--- src/rtl/gigex_pkg.sv ---
// Shared constants, output beat payload and byte-order helper for the GigEx Tx path.
package gigex_pkg;
   localparam int unsigned GIGEX_TC_W    = 3;
   localparam int unsigned GIGEX_NCH_MAX = 8;
   localparam int unsigned ARB_FIXED     = 0;
   localparam int unsigned ARB_RR        = 1;

   typedef struct packed {
      logic [GIGEX_TC_W-1:0] tc;
      logic [7:0]            data;
   } tx_beat_t;

   // Byte lane of a word sent at serial position idx; the MSB lane goes first.
   function automatic int unsigned byte_lane(input int unsigned idx, input int unsigned word_bytes);
      return word_bytes - 1 - idx;
   endfunction
endpackage

--- src/rtl/gigex_rr_arbiter.sv ---
// N-way single-grant arbiter: fixed priority (highest index wins) or round-robin after the last grant.
module gigex_rr_arbiter
   import gigex_pkg::*;
#(
   parameter int unsigned N    = 2,
   parameter int unsigned MODE = ARB_FIXED,
   parameter int unsigned IW   = (N > 1) ? $clog2(N) : 1
) (
   input  logic          clk,
   input  logic          rst_n,
   input  logic [N-1:0]  req,
   output logic [N-1:0]  grant_c,
   output logic [IW-1:0] idx_c,
   output logic          any_c
);
   logic [IW-1:0] ptr;
   logic [IW-1:0] cand;

   always_comb begin
      idx_c   = '0;
      any_c   = 1'b0;
      cand    = '0;
      grant_c = '0;
      if (MODE == ARB_RR) begin
         // Walk from the farthest candidate back so the nearest one after ptr is kept.
         for (int unsigned k = N; k >= 1; k--) begin
            cand = IW'((32'(ptr) + k) % N);
            if (req[cand]) begin
               idx_c = cand;
               any_c = 1'b1;
            end
         end
      end else begin
         for (int unsigned i = 0; i < N; i++) begin
            if (req[i]) begin
               idx_c = IW'(i);
               any_c = 1'b1;
            end
         end
      end
      grant_c[idx_c] = any_c;
   end

   // Pointer starts at the last channel so channel 0 is served first.
   always_ff @(posedge clk or negedge rst_n) begin
      if (!rst_n) begin
         ptr <= IW'(N - 1);
      end else if (any_c) begin
         ptr <= idx_c;
      end
   end
endmodule

--- src/rtl/gigex_tx_mux.sv ---
// Multi-channel GigEx transmit mux: serialises per-channel words MSB first onto the shared
// D/TC/nTx byte bus, throttled per channel by the delayed nTF full flags.
module gigex_tx_mux
   import gigex_pkg::*;
#(
   parameter int unsigned N_CH       = 2,
   parameter int unsigned WORD_BYTES = 4,
   parameter int unsigned ARB_MODE   = ARB_FIXED,
   parameter int unsigned NTF_DLY    = 2
) (
   input  logic                         eth_clk,
   input  logic                         rst_n,
   input  logic [N_CH*WORD_BYTES*8-1:0] s_data,
   input  logic [N_CH-1:0]              s_valid,
   output logic [N_CH-1:0]              s_ready,
   input  logic [GIGEX_NCH_MAX-1:0]     nTF,
   output logic [7:0]                   D,
   output logic [GIGEX_TC_W-1:0]        TC,
   output logic                         nTx,
   output logic [31:0]                  tx_bytes,
   output logic                         busy
);
   localparam int unsigned WORD_W = WORD_BYTES * 8;
   localparam int unsigned IDX_W  = (WORD_BYTES > 1) ? $clog2(WORD_BYTES) : 1;
   localparam int unsigned CH_W   = (N_CH > 1) ? $clog2(N_CH) : 1;
   localparam logic [IDX_W-1:0] LAST_IDX = IDX_W'(WORD_BYTES - 1);

   logic [N_CH-1:0] ntf_d [NTF_DLY+1];
   logic [N_CH-1:0] tx_ok;
   logic [N_CH-1:0] loaded;
   logic [N_CH-1:0] eligible;
   logic [N_CH-1:0] grant;
   logic [N_CH-1:0] last;
   logic [N_CH-1:0] accept;
   logic [7:0]      cur_byte [N_CH];
   logic [CH_W-1:0] gidx;
   logic            gany;
   tx_beat_t        beat;
   logic            unused_ntf;

   // nTF bits above N_CH have no channel behind them.
   assign unused_ntf = &{1'b0, nTF};

   // Full flags reach the arbiter only through the pipe; reset value 0 reads as full.
   always_ff @(posedge eth_clk or negedge rst_n) begin
      if (!rst_n) begin
         for (int unsigned s = 0; s <= NTF_DLY; s++) ntf_d[s] <= '0;
      end else begin
         ntf_d[0] <= nTF[N_CH-1:0];
         for (int unsigned s = 1; s <= NTF_DLY; s++) ntf_d[s] <= ntf_d[s-1];
      end
   end

   assign tx_ok    = ntf_d[NTF_DLY-1] | ntf_d[NTF_DLY];
   assign eligible = loaded & tx_ok;

   for (genvar i = 0; i < N_CH; i++) begin : g_ch
      logic [WORD_BYTES-1:0][7:0] hold_q;
      logic [IDX_W-1:0]           idx_q;
      logic                       loaded_q;
      logic [IDX_W-1:0]           lane;

      assign loaded[i]   = loaded_q;
      assign last[i]     = (idx_q == LAST_IDX);
      // Ready on the last byte's grant lets the next word follow with no gap cycle.
      assign s_ready[i]  = rst_n & (~loaded_q | (grant[i] & last[i]));
      assign accept[i]   = s_valid[i] & s_ready[i];
      assign lane        = IDX_W'(byte_lane(32'(idx_q), WORD_BYTES));
      assign cur_byte[i] = hold_q[lane];

      always_ff @(posedge eth_clk or negedge rst_n) begin
         if (!rst_n) begin
            hold_q   <= '0;
            idx_q    <= '0;
            loaded_q <= 1'b0;
         end else if (accept[i]) begin
            hold_q   <= s_data[i*WORD_W +: WORD_W];
            idx_q    <= '0;
            loaded_q <= 1'b1;
         end else if (grant[i]) begin
            idx_q <= idx_q + IDX_W'(1);
            if (last[i]) loaded_q <= 1'b0;
         end
      end
   end

   gigex_rr_arbiter #(
      .N    (N_CH),
      .MODE (ARB_MODE),
      .IW   (CH_W)
   ) u_arb (
      .clk     (eth_clk),
      .rst_n   (rst_n),
      .req     (eligible),
      .grant_c (grant),
      .idx_c   (gidx),
      .any_c   (gany)
   );

   // Output beat: strobe the granted byte, otherwise hold D/TC with nTx high.
   always_ff @(posedge eth_clk or negedge rst_n) begin
      if (!rst_n) begin
         nTx      <= 1'b1;
         beat     <= '0;
         tx_bytes <= '0;
      end else if (gany) begin
         nTx       <= 1'b0;
         beat.tc   <= GIGEX_TC_W'(gidx);
         beat.data <= cur_byte[gidx];
         tx_bytes  <= tx_bytes + 32'd1;
      end else begin
         nTx <= 1'b1;
      end
   end

   assign D    = beat.data;
   assign TC   = beat.tc;
   assign busy = |loaded;
endmodule
--- config.mk ---
export PLATFORM = sky130hd
export DESIGN_NAME = gigex_tx_mux
export DESIGN_NICKNAME = d
export VERILOG_FILES = /design/src/rtl/gigex_pkg.sv /design/src/rtl/gigex_rr_arbiter.sv /design/src/rtl/gigex_tx_mux.sv
export SDC_FILE = /design/constraint.sdc
export NUM_CORES = 1
export LEC_CHECK = 0
export BUFFER_PORTS_ARGS = -buffer_cell sky130_fd_sc_hd__buf_2
export CAP_MARGIN = 5
export CORE_ASPECT_RATIO = 1.75
export CORE_UTILIZATION = 48
export CTS_CLUSTER_DIAMETER = 40
export CTS_CLUSTER_SIZE = 28
export DETAILED_ROUTE_END_ITERATION = 6
export HOLD_SLACK_MARGIN = 0.08
export PLACE_DENSITY = 0.75
export REMOVE_ABC_BUFFERS = 1
export SKIP_LAST_GASP = 1
export SLEW_MARGIN = 0
export SYNTH_ARGS = -nofsm -noshare
export SYNTH_HDL_FRONTEND = slang
export SYNTH_SLANG_ARGS = --single-unit
--- constraint.sdc ---
create_clock -name eth_clk -period 1.6 [get_ports eth_clk]
set_input_delay 0.32 -clock eth_clk [delete_from_list [all_inputs] [get_ports eth_clk]]
set_output_delay 0.32 -clock eth_clk [all_outputs]
set_load 0.02 [all_outputs]
==> impl_metrics.csv, run 1 <==
group,metric,value,unit
outcome,status,"finished with violations",
outcome,failed_checks,"setup timing",
die,coreArea,10400,um^2
timing,postLayoutSetupSlackWorst,-0.135,ns
logic_synthesis,synth_area_leaders,"dfrtp_1 (57%), mux2_1 (7.2%), mux2_2 (7.0%)",
drt,via_per_inst,5.46,
timing,post-route-period-util,108,%
drt,drt_first_pass_iters,4,
clocking,cts_sinks,118,
clocking,cts_tree,"built",
drt,ant_nets,0,
worst_setup_path,crit_fanout,2,
timing,worst_slew_pin_slew,0.865,ns
timing,finalCriticalPeriod,1.73,ns
timing,maxSlewHeadroom,42.3,%
grt,grt_start_max_net_pins,70,
die,fp.dieW,80.4,um
pwr,leakagePower,3.42,nW
logic_synthesis,synthMostInstantiatedCell,"dfrtp_1",
layout,area_growth,40.4,%
grt,antenna_found_initial,0,
grt,grt_pass1_wl,19100,um
placement,place.gp.congestion,0.843,
placement,numPortBuffers,114,
placement,dpl.hpwl,8200,um
logic_synthesis,synth_flop_cell,"dfrtp_1",
logic_synthesis,syn_avg_cell_area,13.9,um^2
clocking,path_clk_slew,0.05,ns
pwr,p_total,13.9,mW
clocking,insertion_delay,0.41,ns
die,die_y,139,um
logic_synthesis,synth_edf_count,0,
logic_synthesis,synthTopCellsByCount,"dfrtp_1 (117), mux2_1 (33), mux2_2 (32), xnor2_1 (28), nand2_1 (26)",
worst_setup_path,cp-end-kind,"output pin",
logic_synthesis,synth_top_area_cell,"dfrtp_1",
logic_synthesis,synthArstFlopShare,100,%
clocking,cts_buffers,17,
drt,wl_per_cell,18.9,um
worst_setup_path,worstPathRequired,1.28,ns
clocking,cts.path.max_buffers,2,
layout,drive_above_1_share,54.6,%
flow_run,drv_cap,0,
timing,setup_viol,71,
layout,final_cells,686,
timing,fin_worst_skew,0.00761,ns
die,core.rowCount,49,
layout,final_nets,625,
drt,wl,13000,um
die,start_util,49.9,%
logic_synthesis,yosys_warnings,0,
worst_setup_path,start_kind,"flip-flop",
layout,antennaDiodeCount,0,
worst_setup_path,arrival,1.41,ns
pwr,vdd_ir_drop_max,0.00114,V
timing,slew_violations,0,
clocking,cts_root_buffer,"clkbuf_16",
die,dieArea,11200,um^2
timing,rsz0062_at_grt,"yes",
drt,drtIter0Drc,143,
hold_path,hold_class,"in -> async",
placement,place_inst,632,
logic_synthesis,synth-seq-cells,118,
logic_synthesis,yosysTopAreaCellShare,56.7,%
drt,via_count,3745,
grt,grt_usage,23.1,%
layout,fillerInstances,710,
grt,first_global_vias,3969,
grt,grt_overflow,0,
timing,hold_violations,0,
timing,clock.fmax,576,MHz
pwr,power-per-cell-area,1910,nW/um^2
worst_setup_path,crit_type,"reg -> out",
logic_synthesis,ys_seq_area_share,57.2,%
die,num_io_pins,123,
clocking,h-tree-depth,4,
logic_synthesis,synth_cells,372,
drt,drc_errors,0,
logic_synthesis,netlist-cell-type-count,41,
logic_synthesis,synth_area,5170,um^2
-- metal layers --
layer  share of wire, %  routed length, um  track usage, %
met5                  0                  0               0
met4                2.7                344            10.9
met3                4.7                610            6.30
met2                 55               7170            41.3
met1                 37               4850            24.3
-- area by class of cell --
cell class	instances	area (um^2)	area share, %
tap	127	159	2.19
timing repair buffer	170	1160	16.0
clock inverter	14	206	2.85
clock buffer	18	439	6.05
inverter	2	7.51	0.104
sequential	118	2960	40.7
multi-input combinational	237	2330	32.1
-- worst paths after layout --
kind | startpoint | end | slack [ns] | cells past startpoint
max in group asynchronous | rst_n | tx_bytes[4]$_DFFE_PN0N_ | 0.78 | 2
setup reg to reg | ntf_d[1]$_DFF_PN0_ | g_ch[0].hold_q[22]$_DFFE_PN0P_ | -0.10 | 6
hold / removal | rst_n | D[3]$_DFFE_PN0N_ | 0.08 | 2
min in group eth_clk | s_data[8] | g_ch[0].hold_q[8]$_DFFE_PN0P_ | 0.14 | 2
setup / recovery | ntf_d[1]$_DFF_PN0_ | s_ready[0] | -0.13 | 4
hold reg to reg | ntf_d[4]$_DFF_PN0_ | ntf_d[2]$_DFF_PN0_ | 0.35 | 0
-- report_power, final --
| part | total (mW) | internal (mW) | switching, mW |
|---|---|---|---|
| sequential | 4.78 | 4.14 | 0.644 |
| combinational | 4.92 | 2.69 | 2.23 |
| clock | 4.15 | 2.79 | 1.36 |
-- registers in the layout, summed over array words and instances, names as in the netlist --
register and count:
ntf_d 6, tx_bytes 32, TC 1, D 8
g_ch.loaded_q 2, g_ch.idx_q 4, nTx 1, g_ch.hold_q 64
-- cells by family (layout without fill, tap and decap cells) --
logic type,after synthesis,count (layout),share of synthesized area (%)
fa+ha+maj,3,3,0.727
compound gates,32,32,3.92
flops,118,118,57.2
xor+xnor,33,33,5.59
buf+inv,18,204,2.18
other cells,1,2,0.0726
mux,82,82,21.3
simple gates,85,85,8.99
-- per-stage QoR --
stage	area, um^2	utilization (%)	hold WS (ns)	setup WS (ns)	TNS [ns]
finish	7250	70.0	0.0840	-0.135	-4.58
CTS	6870	66.3	0.0823	-0.131	-4.17
floorplan	5060	-	0.0244	-0.827	-54.05
global route	7250	70.0	0.127	-0.186	-9.56
global placement	6080	58.7	0.140	-0.0239	-0.693
detailed placement	6080	58.7	0.139	-0.0670	-1.58
-- repair_timing --
item                                   in CTS  in global routing
endpoints found under the hold margin       7                  0
hold buffers                                4                  0
gates cloned                                1                  6
pin swaps                                   6                  8
setup buffers                               6                  6
gates resized for setup                    20                 52
setup endpoints to repair                  50                 96
-- worst max-delay path, stage by stage (launching register included) --
cell	delay [ns]
dfrtp_1	0.37
o21a_2	0.23
o21ai_2	0.13
and2_4	0.16
buf_6	0.11
-- cell usage in the layout (no fill, tap or decap), types with 3 or more instances in the layout --
master,count
ha_2,3
xnor2_1,26
a21oi_1,17
clkinv_2,5
xor2_1,5
o21ai_2,4
dlygate4sd3_1,4
buf_6,11
clkinvlp_4,3
mux4_2,16
nand4_1,12
buf_2,110
mux2_4,23
nand2_1,26
buf_12,3
dfrtp_1,116
clkbuf_16,21
nand3_2,5
mux2_2,32
and3_1,5
bufinv_16,5
mux2_1,10
nand3_1,9
buf_4,38
nor2_1,12
Note: power is estimated with default switching activity, not from simulation.
==> run 2: changes to the inputs <==
--- a/config.mk
+++ b/config.mk
@@ -8,12 +8,11 @@
 export BUFFER_PORTS_ARGS = -buffer_cell sky130_fd_sc_hd__buf_2
 export CAP_MARGIN = 5
 export CORE_ASPECT_RATIO = 1.75
-export CORE_UTILIZATION = 48
+export CORE_UTILIZATION = 40
 export CTS_CLUSTER_DIAMETER = 40
 export CTS_CLUSTER_SIZE = 28
 export DETAILED_ROUTE_END_ITERATION = 6
 export HOLD_SLACK_MARGIN = 0.08
-export PLACE_DENSITY = 0.75
 export REMOVE_ABC_BUFFERS = 1
 export SKIP_LAST_GASP = 1
 export SLEW_MARGIN = 0
==> constraint.sdc (replaced) <==
create_clock -name eth_clk -period 2.03 [get_ports eth_clk]
set_input_delay 0.406 -clock eth_clk [delete_from_list [all_inputs] [get_ports eth_clk]]
set_output_delay 0.406 -clock eth_clk [all_outputs]
set_load 0.02 [all_outputs]
==> run 2 against run 1 <==
- the run now ends clean
- final area fell by 8.7%
- clock power fell by 24%
- worst setup slack better by 0.23 ns
- largest power group is now sequential cells
- sequential share of layout area increased by 3.8 points
- clock-buffer cell count rose by 4
- critical path depth did not move
- die area increased by 20%
- routed wire length is 13% lower
- register-to-register slack better by 0.32 ns
==> impl_metrics.csv, run 2 (same netlist as run 1, synthesis figures left out) <==
group,metric,value,unit
outcome,status,"finished clean",
grt,grt_pass1_wl,18500,um
pwr,combinationalPowerShare,30.6,%
clocking,postCtsSetupRepairBufs,0,
grt,first_global_vias,3668,
layout,antennaDiodeCount,0,
die,core.rowCount,54,
layout,area_growth,28.2,%
timing,slew_violations,0,
pwr,switching_share,30.0,%
drt,wl_per_cell,16.5,um
drt,dr_wl_met2,6540,um
pwr,power-per-cell-area,1500,nW/um^2
worst_setup_path,arrival,1.53,ns
placement,place.gp.congestion,0.808,
drt,drc_errors,0,
clocking,path_clk_slew,0.05,ns
layout,final_nets,586,
worst_setup_path,start_kind,"flip-flop",
layout,drive_above_1_share,42.9,%
timing,worst_slew_pin_slew,0.825,ns
timing,hold_violations,0,
clocking,insertion_delay,0.40,ns
layout,largest_reg_flops,64,
clocking,cts_root_buffer,"clkbuf_16",
pwr,p_sw,2.99,mW
worst_setup_path,worstPathRequired,1.62,ns
die,dieArea,13400,um^2
drt,wl,11300,um
layout,fillerInstances,1118,
timing,post-route-period-util,95.4,%
clocking,cts.path.max_buffers,2,
pwr,leakagePower,3.08,nW
placement,dpl-instance-area,5980,um^2
pwr,pwr-share-seq,37.7,%
layout,final_common_cell,"dfrtp_1",
timing,maxSlewHeadroom,45.0,%
drt,drt_first_pass_iters,4,
drt,top_layer,"met4",
clocking,h-tree-depth,4,
die,start_util,41.3,%
placement,dpl.hpwl,8510,um
die,num_io_pins,123,
drt,drtIter0Drc,100,
flow_run,drv_cap,0,
layout,layout_common_cells,"dfrtp_1 (117), buf_2 (113), mux2_1 (33), mux2_2 (32), xnor2_1 (28)",
layout,largest-register,"g_ch.hold_q",
grt,grt_usage,18.5,%
drt,ant_nets,0,
die,fp.dieW,87.9,um
worst_setup_path,cp-end-kind,"output pin",
worst_setup_path,crit_fanout,4,
timing,fin_worst_skew,0.00892,ns
clocking,cts_tree,"built",
pwr,p_total,9.97,mW
timing,finalCriticalPeriod,1.94,ns
timing,setup_viol,0,
drt,met3_wirelength,455,um
pwr,vdd_ir_drop_max,0.000757,V
pwr,power_frac_clock,31.7,%
drt,via_count,3459,
timing,clock.fmax,517,MHz
layout,final_cells,686,
die,die_y,152,um
die,coreArea,12500,um^2
placement,place_inst,655,
clocking,cts_sinks,118,
placement,numPortBuffers,114,
grt,grt_start_max_net_pins,67,
drt,via_per_inst,5.04,
clocking,cts_buffers,17,
pwr,internal_power,6.98,mW
timing,rsz0062_at_grt,"no",
layout,final_area,6630,um^2
drt,wirelength_met1,4100,um
worst_setup_path,crit_type,"reg -> out",
hold_path,hold_class,"in -> reg",
grt,antenna_found_initial,0,
grt,grt_overflow,0,
[run 2: cell types whose count changed in the layout (fill, tap and decap cells not counted), sizes merged]
cell,previous run,this run
buf,162,130
bufinv,5,4
clkinv,6,3
clkinvlp,3,1
dlygate4sd3,4,1
[run 2: worst paths after layout]
path	startpoint	to	slack (ns)	depth (start not counted)
worst max-delay path	ntf_d[3]$_DFF_PN0_	s_ready[0]	0.09	4
worst min-delay path	nTF[1]	ntf_d[5]$_DFF_PN0_	0.11	1
worst max register to register	tx_bytes[0]$_DFFE_PN0N_	tx_bytes[28]$_DFFE_PN0N_	0.22	5
worst min register to register	ntf_d[5]$_DFF_PN0_	ntf_d[3]$_DFF_PN0_	0.35	0
max in group asynchronous	rst_n	TC[0]$_DFFE_PN0N_	0.63	3
min in group asynchronous	rst_n	ntf_d[3]$_DFF_PN0_	0.39	2
[run 2: stage by stage]
step / TNS [ns] / utilization, % / hold WS (ns) / worst slack, ns
6_report: 0 / 53.0 / 0.107 / 0.0940
5_1_grt: 0 / 53.0 / 0.0973 / 0.0139
4_1_cts: 0 / 53.0 / 0.0973 / 0.0335
3_5_place_dp: 0 / 47.8 / 0.227 / 0.243
3_3_place_gp: 0 / 47.8 / 0.228 / 0.277
2_1_floorplan: -24.74 / - / 0.110 / -0.397
[run 2: repair_timing]
item	4_1_cts	5_1_grt
endpoints found under the hold margin	18	0
gates resized for setup	0	1
hold buffers	1	0
endpoints found under the setup margin	0	1
[run 2: power groups by stage]
stage / logic (mW) / clock network [mW] / registers [mW]
2_1_floorplan: 1.85 / 0 / 3.96
3_3_place_gp: 3.05 / 0 / 3.73
3_5_place_dp: 3.13 / 0 / 3.80
4_1_cts: 3.13 / 3.22 / 3.77
5_1_grt: 3.37 / 3.35 / 3.87
6_report: 3.05 / 3.16 / 3.76
[run 2: layer usage]
metal | up-vias | global-route usage (%)
li1 | 1601 | -
met1 | 1748 | 19.3
met2 | 92 | 34.3
met3 | 18 | 4.44
met4 | 0 | 7.57
met5 | - | 0
[run 2: final cells by class]
cell class | instances | area, um^2 | share of cell area, %
Sequential cell | 118 | 2950 | 44.6
Multi-Input combinational cell | 237 | 2110 | 31.8
Timing Repair Buffer | 131 | 716 | 10.8
Clock buffer | 22 | 484 | 7.31
Tap cell | 168 | 210 | 3.17
Clock inverter | 8 | 146 | 2.21
Inverter | 2 | 7.51 | 0.113
[run 2: worst max-delay path, cell delays in order, from the launching register on]
cell,delay (ns)
dfrtp_1,0.41
o21a_2,0.23
o21ai_2,0.16
and2_1,0.16
buf_2,0.16
